`src/rtl/fetch_stage.sv`:
```
// Instruction fetch front end: owns the fetch PC, drives a 1-cycle-latency instruction
// memory and buffers returned {pc, instr} pairs in a small FIFO for decode.
module fetch_stage #(
  parameter int         DEPTH    = 2,
  parameter logic [7:0] RESET_PC = 8'h00
) (
  input  logic       clock,
  input  logic       reset,
  output logic       imem_rd,
  output logic [7:0] imem_addr,
  input  logic [7:0] imem_q,
  input  logic       redirect,
  input  logic [7:0] redirect_pc,
  output logic [7:0] instr,
  output logic [7:0] instr_pc,
  output logic       instr_valid,
  input  logic       instr_ready,
  output logic [3:0] buf_count
);

  localparam int PW = $clog2(DEPTH);

  logic [7:0]    pc_p0;
  logic          vld_p1;
  logic [7:0]    pc_p1;
  logic [7:0]    buf_pc  [DEPTH];
  logic [7:0]    buf_ins [DEPTH];
  logic [PW-1:0] head;
  logic [PW-1:0] tail;
  logic [3:0]    count;
  logic [4:0]    credit;
  logic          pop;
  logic          push;
  logic          issue;
  logic          has_data;

  function automatic logic [PW-1:0] bump(input logic [PW-1:0] p);
    return (p == PW'(DEPTH - 1)) ? '0 : p + 1'b1;
  endfunction

  // A same-cycle pop frees a slot, so the issue test counts it as credit.
  assign has_data    = (count != 4'd0);
  assign instr_valid = has_data & ~redirect & ~reset;
  assign pop         = instr_valid & instr_ready;
  assign push        = vld_p1 & ~redirect;
  assign credit      = {1'b0, count} + {4'b0, vld_p1} - {4'b0, pop};
  assign issue       = ~reset & ~redirect & (credit < 5'(DEPTH));

  assign imem_rd   = issue;
  assign imem_addr = pc_p0;
  assign buf_count = count;
  assign instr     = has_data ? buf_ins[head] : 8'h00;
  assign instr_pc  = has_data ? buf_pc[head]  : 8'h00;

  // Stage p0 -> p1: fetch PC advance, in-flight tracking and FIFO bookkeeping
  always_ff @(posedge clock) begin
    if (reset) begin
      pc_p0  <= RESET_PC;
      vld_p1 <= 1'b0;
      count  <= 4'd0;
      head   <= '0;
      tail   <= '0;
    end else if (redirect) begin
      pc_p0  <= redirect_pc;
      vld_p1 <= 1'b0;
      count  <= 4'd0;
      head   <= '0;
      tail   <= '0;
    end else begin
      vld_p1 <= issue;
      if (issue) pc_p0 <= pc_p0 + 8'd1;
      if (push)  tail  <= bump(tail);
      if (pop)   head  <= bump(head);
      count <= count + {3'b0, push} - {3'b0, pop};
    end
  end

  // Stage p1 -> buffer: capture the returning instruction with its address
  always_ff @(posedge clock) begin
    if (issue) pc_p1 <= pc_p0;
    if (push & ~reset) begin
      buf_pc[tail]  <= pc_p1;
      buf_ins[tail] <= imem_q;
    end
  end

endmodule

```
`config.mk`:
```
export PLATFORM = sky130hd
export DESIGN_NAME = fetch_stage
export DESIGN_NICKNAME = d
export VERILOG_FILES = /design/src/rtl/fetch_stage.sv
export SDC_FILE = /design/constraint.sdc
export NUM_CORES = 1
export LEC_CHECK = 0
export BUFFER_PORTS_ARGS = -buffer_cell sky130_fd_sc_hd__buf_2
export CORE_ASPECT_RATIO = 0.6
export CORE_MARGIN = 1.5
export CORE_UTILIZATION = 50
export DETAILED_ROUTE_END_ITERATION = 7
export MAX_ROUTING_LAYER = met4
export PLACE_DENSITY = 0.73
export SYNTH_ARGS = -nofsm -noshare
export SYNTH_HDL_FRONTEND = slang
export SYNTH_SLANG_ARGS = --single-unit
```
`constraint.sdc`:
```
create_clock -name clock -period 5.2 [get_ports clock]
set_clock_uncertainty 0.05 [all_clocks]
set_input_delay 1.04 -clock clock [delete_from_list [all_inputs] [get_ports clock]]
set_output_delay 1.04 -clock clock [all_outputs]
set_load 0.02 [all_outputs]
```
Yosys cells after proc, flatten, opt, wreduce, memory -nomap -nowiden --
Memories as Yosys holds them, arrays and structs flattened. A register that Yosys moved wholly into a read port is not among the register bits. Cells that the tools add are included.
Operators by class: order comparisons 1, $add $sub $neg 7, muxes and demuxes 12, bitwise operators 9, reductions and logical operators 3
Operator list (number):
- 2-to-1 mux 8 bit | 4
- adder 8 x 1 -> 8 bit (second input constant) | 1
- 2-to-1 mux 1 bit | 8
- bitwise AND 1 bit | 7
- adder 4 x 1 -> 5 bit | 1
- less-than comparator 5 x 2 -> 1 bit (second input constant) | 1
- subtractor 5 x 1 -> 5 bit | 1
- adder 4 x 1 -> 4 bit | 1
- nonzero test 4 bit | 1
- subtractor 4 x 1 -> 4 bit | 1
- adder 1 bit (second input constant) | 2
- NOT 1 bit | 2
- nonzero test 2 bit | 1
- OR reduction 2 bit | 1
Word-level totals: logic and storage cells 40, bits in registers 23, memory bits (writable) 32, output and inout port bits 30, bits of input ports 20, memories 2
Memory list:
- buf_ins | depth 2, bits a word 8, rd ports 1, clocked after memory_dff 1, write ports 1, line 27 | logic [7:0] buf_ins [DEPTH];
- buf_pc | depth 2, bits a word 8, rd ports 1, clocked after memory_dff 1, write ports 1, line 26 | logic [7:0] buf_pc [DEPTH];

Longest topological paths before layout --
depth in word-level cells 9, gate-level depth with buffers 14, mapped depth without buffers 14

Worst setup path after synthesis --
Ideal clock, no wire load.
path type input-to-output, start input port redirect, end output port imem_rd, data arrival time 3.781 ns, cell stages on the path 13, required time 4.110 ns, path buffers 2, setup slack 0.329 ns, cells stage by stage clkbuf_8 -> or2_2 -> clkbuf_1 -> nor2_1 -> and2_1 -> ha_1 -> nand2b_1 -> fa_1 -> xor2_1 -> and4_1 -> mux2_4 -> nand2_4 -> inv_4
On the way: cells in the longest elaborated chain, start to end 7, elaborated cells on any way between the ends 8, those cells by class 1 x add/sub; 1 x order compare; 6 x bitwise
RTL lines:
- from (decl) | line 12 | input logic redirect,
- NOT 1 bit | line 43 | assign instr_valid = has_data & ~redirect & ~reset;
- bitwise AND 1 bit (2 in a row) | line 43
- net instr_valid | line 16 | output logic instr_valid,
- bitwise AND 1 bit | line 44 | assign pop = instr_valid & instr_ready;
- net pop | line 32 | logic pop;
- subtractor 5 x 1 -> 5 bit | line 46 | assign credit = {1'b0, count} + {4'b0, vld_p1} - {4'b0, pop};
- less-than comparator 5 x 2 -> 1 bit | line 47 | assign issue = ~reset & ~redirect & (credit < 5'(DEPTH));
- bitwise AND 1 bit | line 47
- to (decl) | line 9 | output logic imem_rd,
The timed path passes the listed nets, and every way through them passes these cells.

Final worst setup path --
start input port reset, end output port imem_rd
On the way: cells in the longest elaborated chain, start to end 6, elaborated cells on any way between the ends 7, those cells by class 1 x add/sub; 1 x order compare; 5 x bitwise
RTL lines:
- from (decl) | line 8 | input logic reset,
- NOT 1 bit | line 43
- bitwise AND 1 bit | line 43
- bitwise AND 1 bit | line 44
- net pop | line 32
- subtractor 5 x 1 -> 5 bit | line 46
- less-than comparator 5 x 2 -> 1 bit | line 47
- bitwise AND 1 bit | line 47
The timed path passes the listed nets, and every way through them passes these cells.

==> metrics <==
Internal Power ~0.67 mW; total grt overflow 0; Max-cap violations 0; most frequent cell after synthesis edfxtp_1; max_slew headroom 39.6%; status finished, final reports clean; syn avg cell area approximately 13 um2; CP Data Required Time slightly above 4000 ps; First-pass DRT Iterations 4; CP max FO 12; # DRC 0; gr usage total around 18%; WHS Path Cells 0; Comb pwr share 9.4%; hold_sp pc_p1[0]$_DFFE_PP_; sequential fraction of the synthesis area between 50% and 60%; syn nets 237; CTS Root Cell clkbuf_8; Mapped Area about 2600 um2; vias per cell between 5 and 6; largest net degree at the start of global routing 28; NetSw about 0.2 mW; # rows 20; first-pass GRT wire length slightly above 7000 um; Clk pwr share about a third; Worst-Margin Slew approximately 900 ps; hold path endpoint buf_pc[0][0]$_DFFE_PP_; hpwl dp ~3300 um; gpl congestion 0.799; Synth warnings 0; core area between 5000 and 6000 um2; initial antenna violation count 0; final hold slack slightly below 400 ps; crit path capture type output port; CTS clk-pin slew, worst paths around 90 ps; # port buffers 49; min Tclk post-route ~5000 ps; r2r endpoint imem_addr[0]$_SDFFE_PP0P_; M1 WL about 2200 um; Final Cycle Share between 90% and 100%; peak supply drop between 0.0001 and 0.00015 V; synthesis-to-layout area growth 15.8%; crit start category input port; Die ar. 5670 um2; Leak between 1 and 1.5 nW; post-cts sizing count 0; Final Hold Vio Count 0; R2R setup slack around 1600 ps; net switching fraction of the power a little under a quarter; share of cells above drive strength 1 a little over a quarter; Netlist cell types 49; number of synthesized flops with an enable pin 40; critical path class input port to output port; max-slew violations 0; RSZ-0062 raised after global routing false; Setup TNS 0 ps; fillers between 400 and 500; I/O Pins 50; worst-case reg-to-reg path depth 15; Seq pwr share 58.4%; setup repair bufs after CTS 0; Synth top cells by count edfxtp_1 (40), nor2_1 (28), mux2i_1 (17); Die H 58.9 um; number of global-route vias before repair roughly 1,500; cts hold-fix bufs 0; Die X 96.2 um; Clock Tree Buf Depth 2; power per standard cell area roughly 290 nW/um2; total inserted antenna cells 0; starting density of the core just over 50%; synthesis-stage register bit count 56; worst r2r src buf_count[3]$_SDFF_PN0_; worst skew pair latency 300 ps; Via Count about 1,700; largest cells by area after synthesis edfxtp_1 (46%), dfxtp_1 (12%), mux2i_1 (6.5%), ha_1 (4.3%), nor2_1 (4.0%); initial DRC count 65; area leader, netlist edfxtp_1; HP Class register to register; fmax about 200 MHz; CTS Buf Count 5; fin nets about 290; CTS tree done; Synth Flop Type edfxtp_1; met2 wire len 1950 um; Final setup viols 0; total clock sinks between 50 and 60; crit path DAT between 3000 and 4000 ps; Routed WL per cell around 14 um; final wirelength roughly 4500 um; H-Tree Depth 2; Top Metal Used met4; Routed Antenna Nets 0; met3 WL roughly 300 um; async set-reset flop share out of synthesis 0%; Yosys top cell area share 46.1%; Mapped Cells 206
## stage by stage
step / instance area (um2) / total power, mW / worst slack (ps) / std cells / utilization (%)
after detailed placement: 2910 / 0.597 / 321 / 316 / 57.8
after CTS: 3020 / 0.869 / 317 / 324 / 60.0
after global routing: 3020 / 0.902 / 105 / 324 / 60.0
final: 3020 / 0.865 / 309 / 324 / 60.0
after floorplan: 2610 / 0.569 / 329 / 206 / -
after global placement: 2910 / 0.595 / 417 / 316 / 57.8
## per-layer routing
| layer | up-vias | GRT usage (%) |
|---|---|---|
| li1 | 850 | - |
| met1 | 790 | 23.6 |
| met2 | 58 | 28.0 |
| met3 | 2 | 4.39 |
| met4 | 0 | 3.78 |
| met5 | - | - |
## power by group through the flow
| stage | clock network [mW] | registers, mW | logic, mW |
|---|---|---|---|
| 2_1_floorplan | 0 | 0.517 | 0.0515 |
| 4_1_cts | 0.282 | 0.505 | 0.0816 |
| 6_report | 0.279 | 0.505 | 0.0810 |
| 3_5_place_dp | 0 | 0.516 | 0.0815 |
| 3_3_place_gp | 0 | 0.515 | 0.0800 |
| 5_1_grt | 0.304 | 0.508 | 0.0899 |
## sequential cells by signal, summed over array words and instances (netlist names), named ones only
| register | flops |
|---|---|
| head | 1 |
| buf_ins | 16 |
| buf_pc | 16 |
| pc_p1 | 8 |
| imem_addr | 8 |
| buf_count | 4 |
| tail | 1 |
| vld_p1 | 1 |
## worst max-delay path, stage by stage
cell      delay, ps
buf_2           170
or2_2           380
nor2_1          130
and2_1          170
ha_1            230
nand2b_1        190
fa_1            420
xor2_1          170
and4_1          220
mux2_4          320
nand2_4         110
inv_4            80
buf_2           170
## how the worst max path moves through the flow
stage,endpoint,from,slack [ps]
after floorplan,imem_rd,redirect,330
after global placement,imem_rd,reset,420
after detailed placement,imem_rd,reset,320
after CTS,imem_rd,reset,320
after global routing,imem_rd,reset,110
final,imem_rd,reset,310
## final cells by class
class,instances,area [um2],share of cell area (%)
Clock buffer,6,72.6,2.40
Clock inverter,2,38.8,1.29
Inverter,17,66.3,2.20
Multi-Input combinational cell,125,968,32.1
Sequential cell,56,1520,50.4
Tap cell,66,82.6,2.74
Timing Repair Buffer,52,268,8.87
## cells in the final DEF, fill, tap and decap left out, types with 4 or more instances in the layout
cell type	n
mux2i_1	17
nor2_1	28
nand3_1	5
edfxtp_1	40
inv_1	16
buf_2	49
clkbuf_8	5
a21oi_1	4
dfxtp_1	16
xnor2_1	4
ha_1	9
## logic make-up after synthesis
kind of cell    share of synthesized area, %
buf+inv                                 4.85
simple gates                            12.7
compound gates                          8.45
xor+xnor                                2.64
mux                                     7.10
flops                                   58.4
fa+ha+maj                               5.86
No activity file was read; power rests on OpenSTA's default activity.
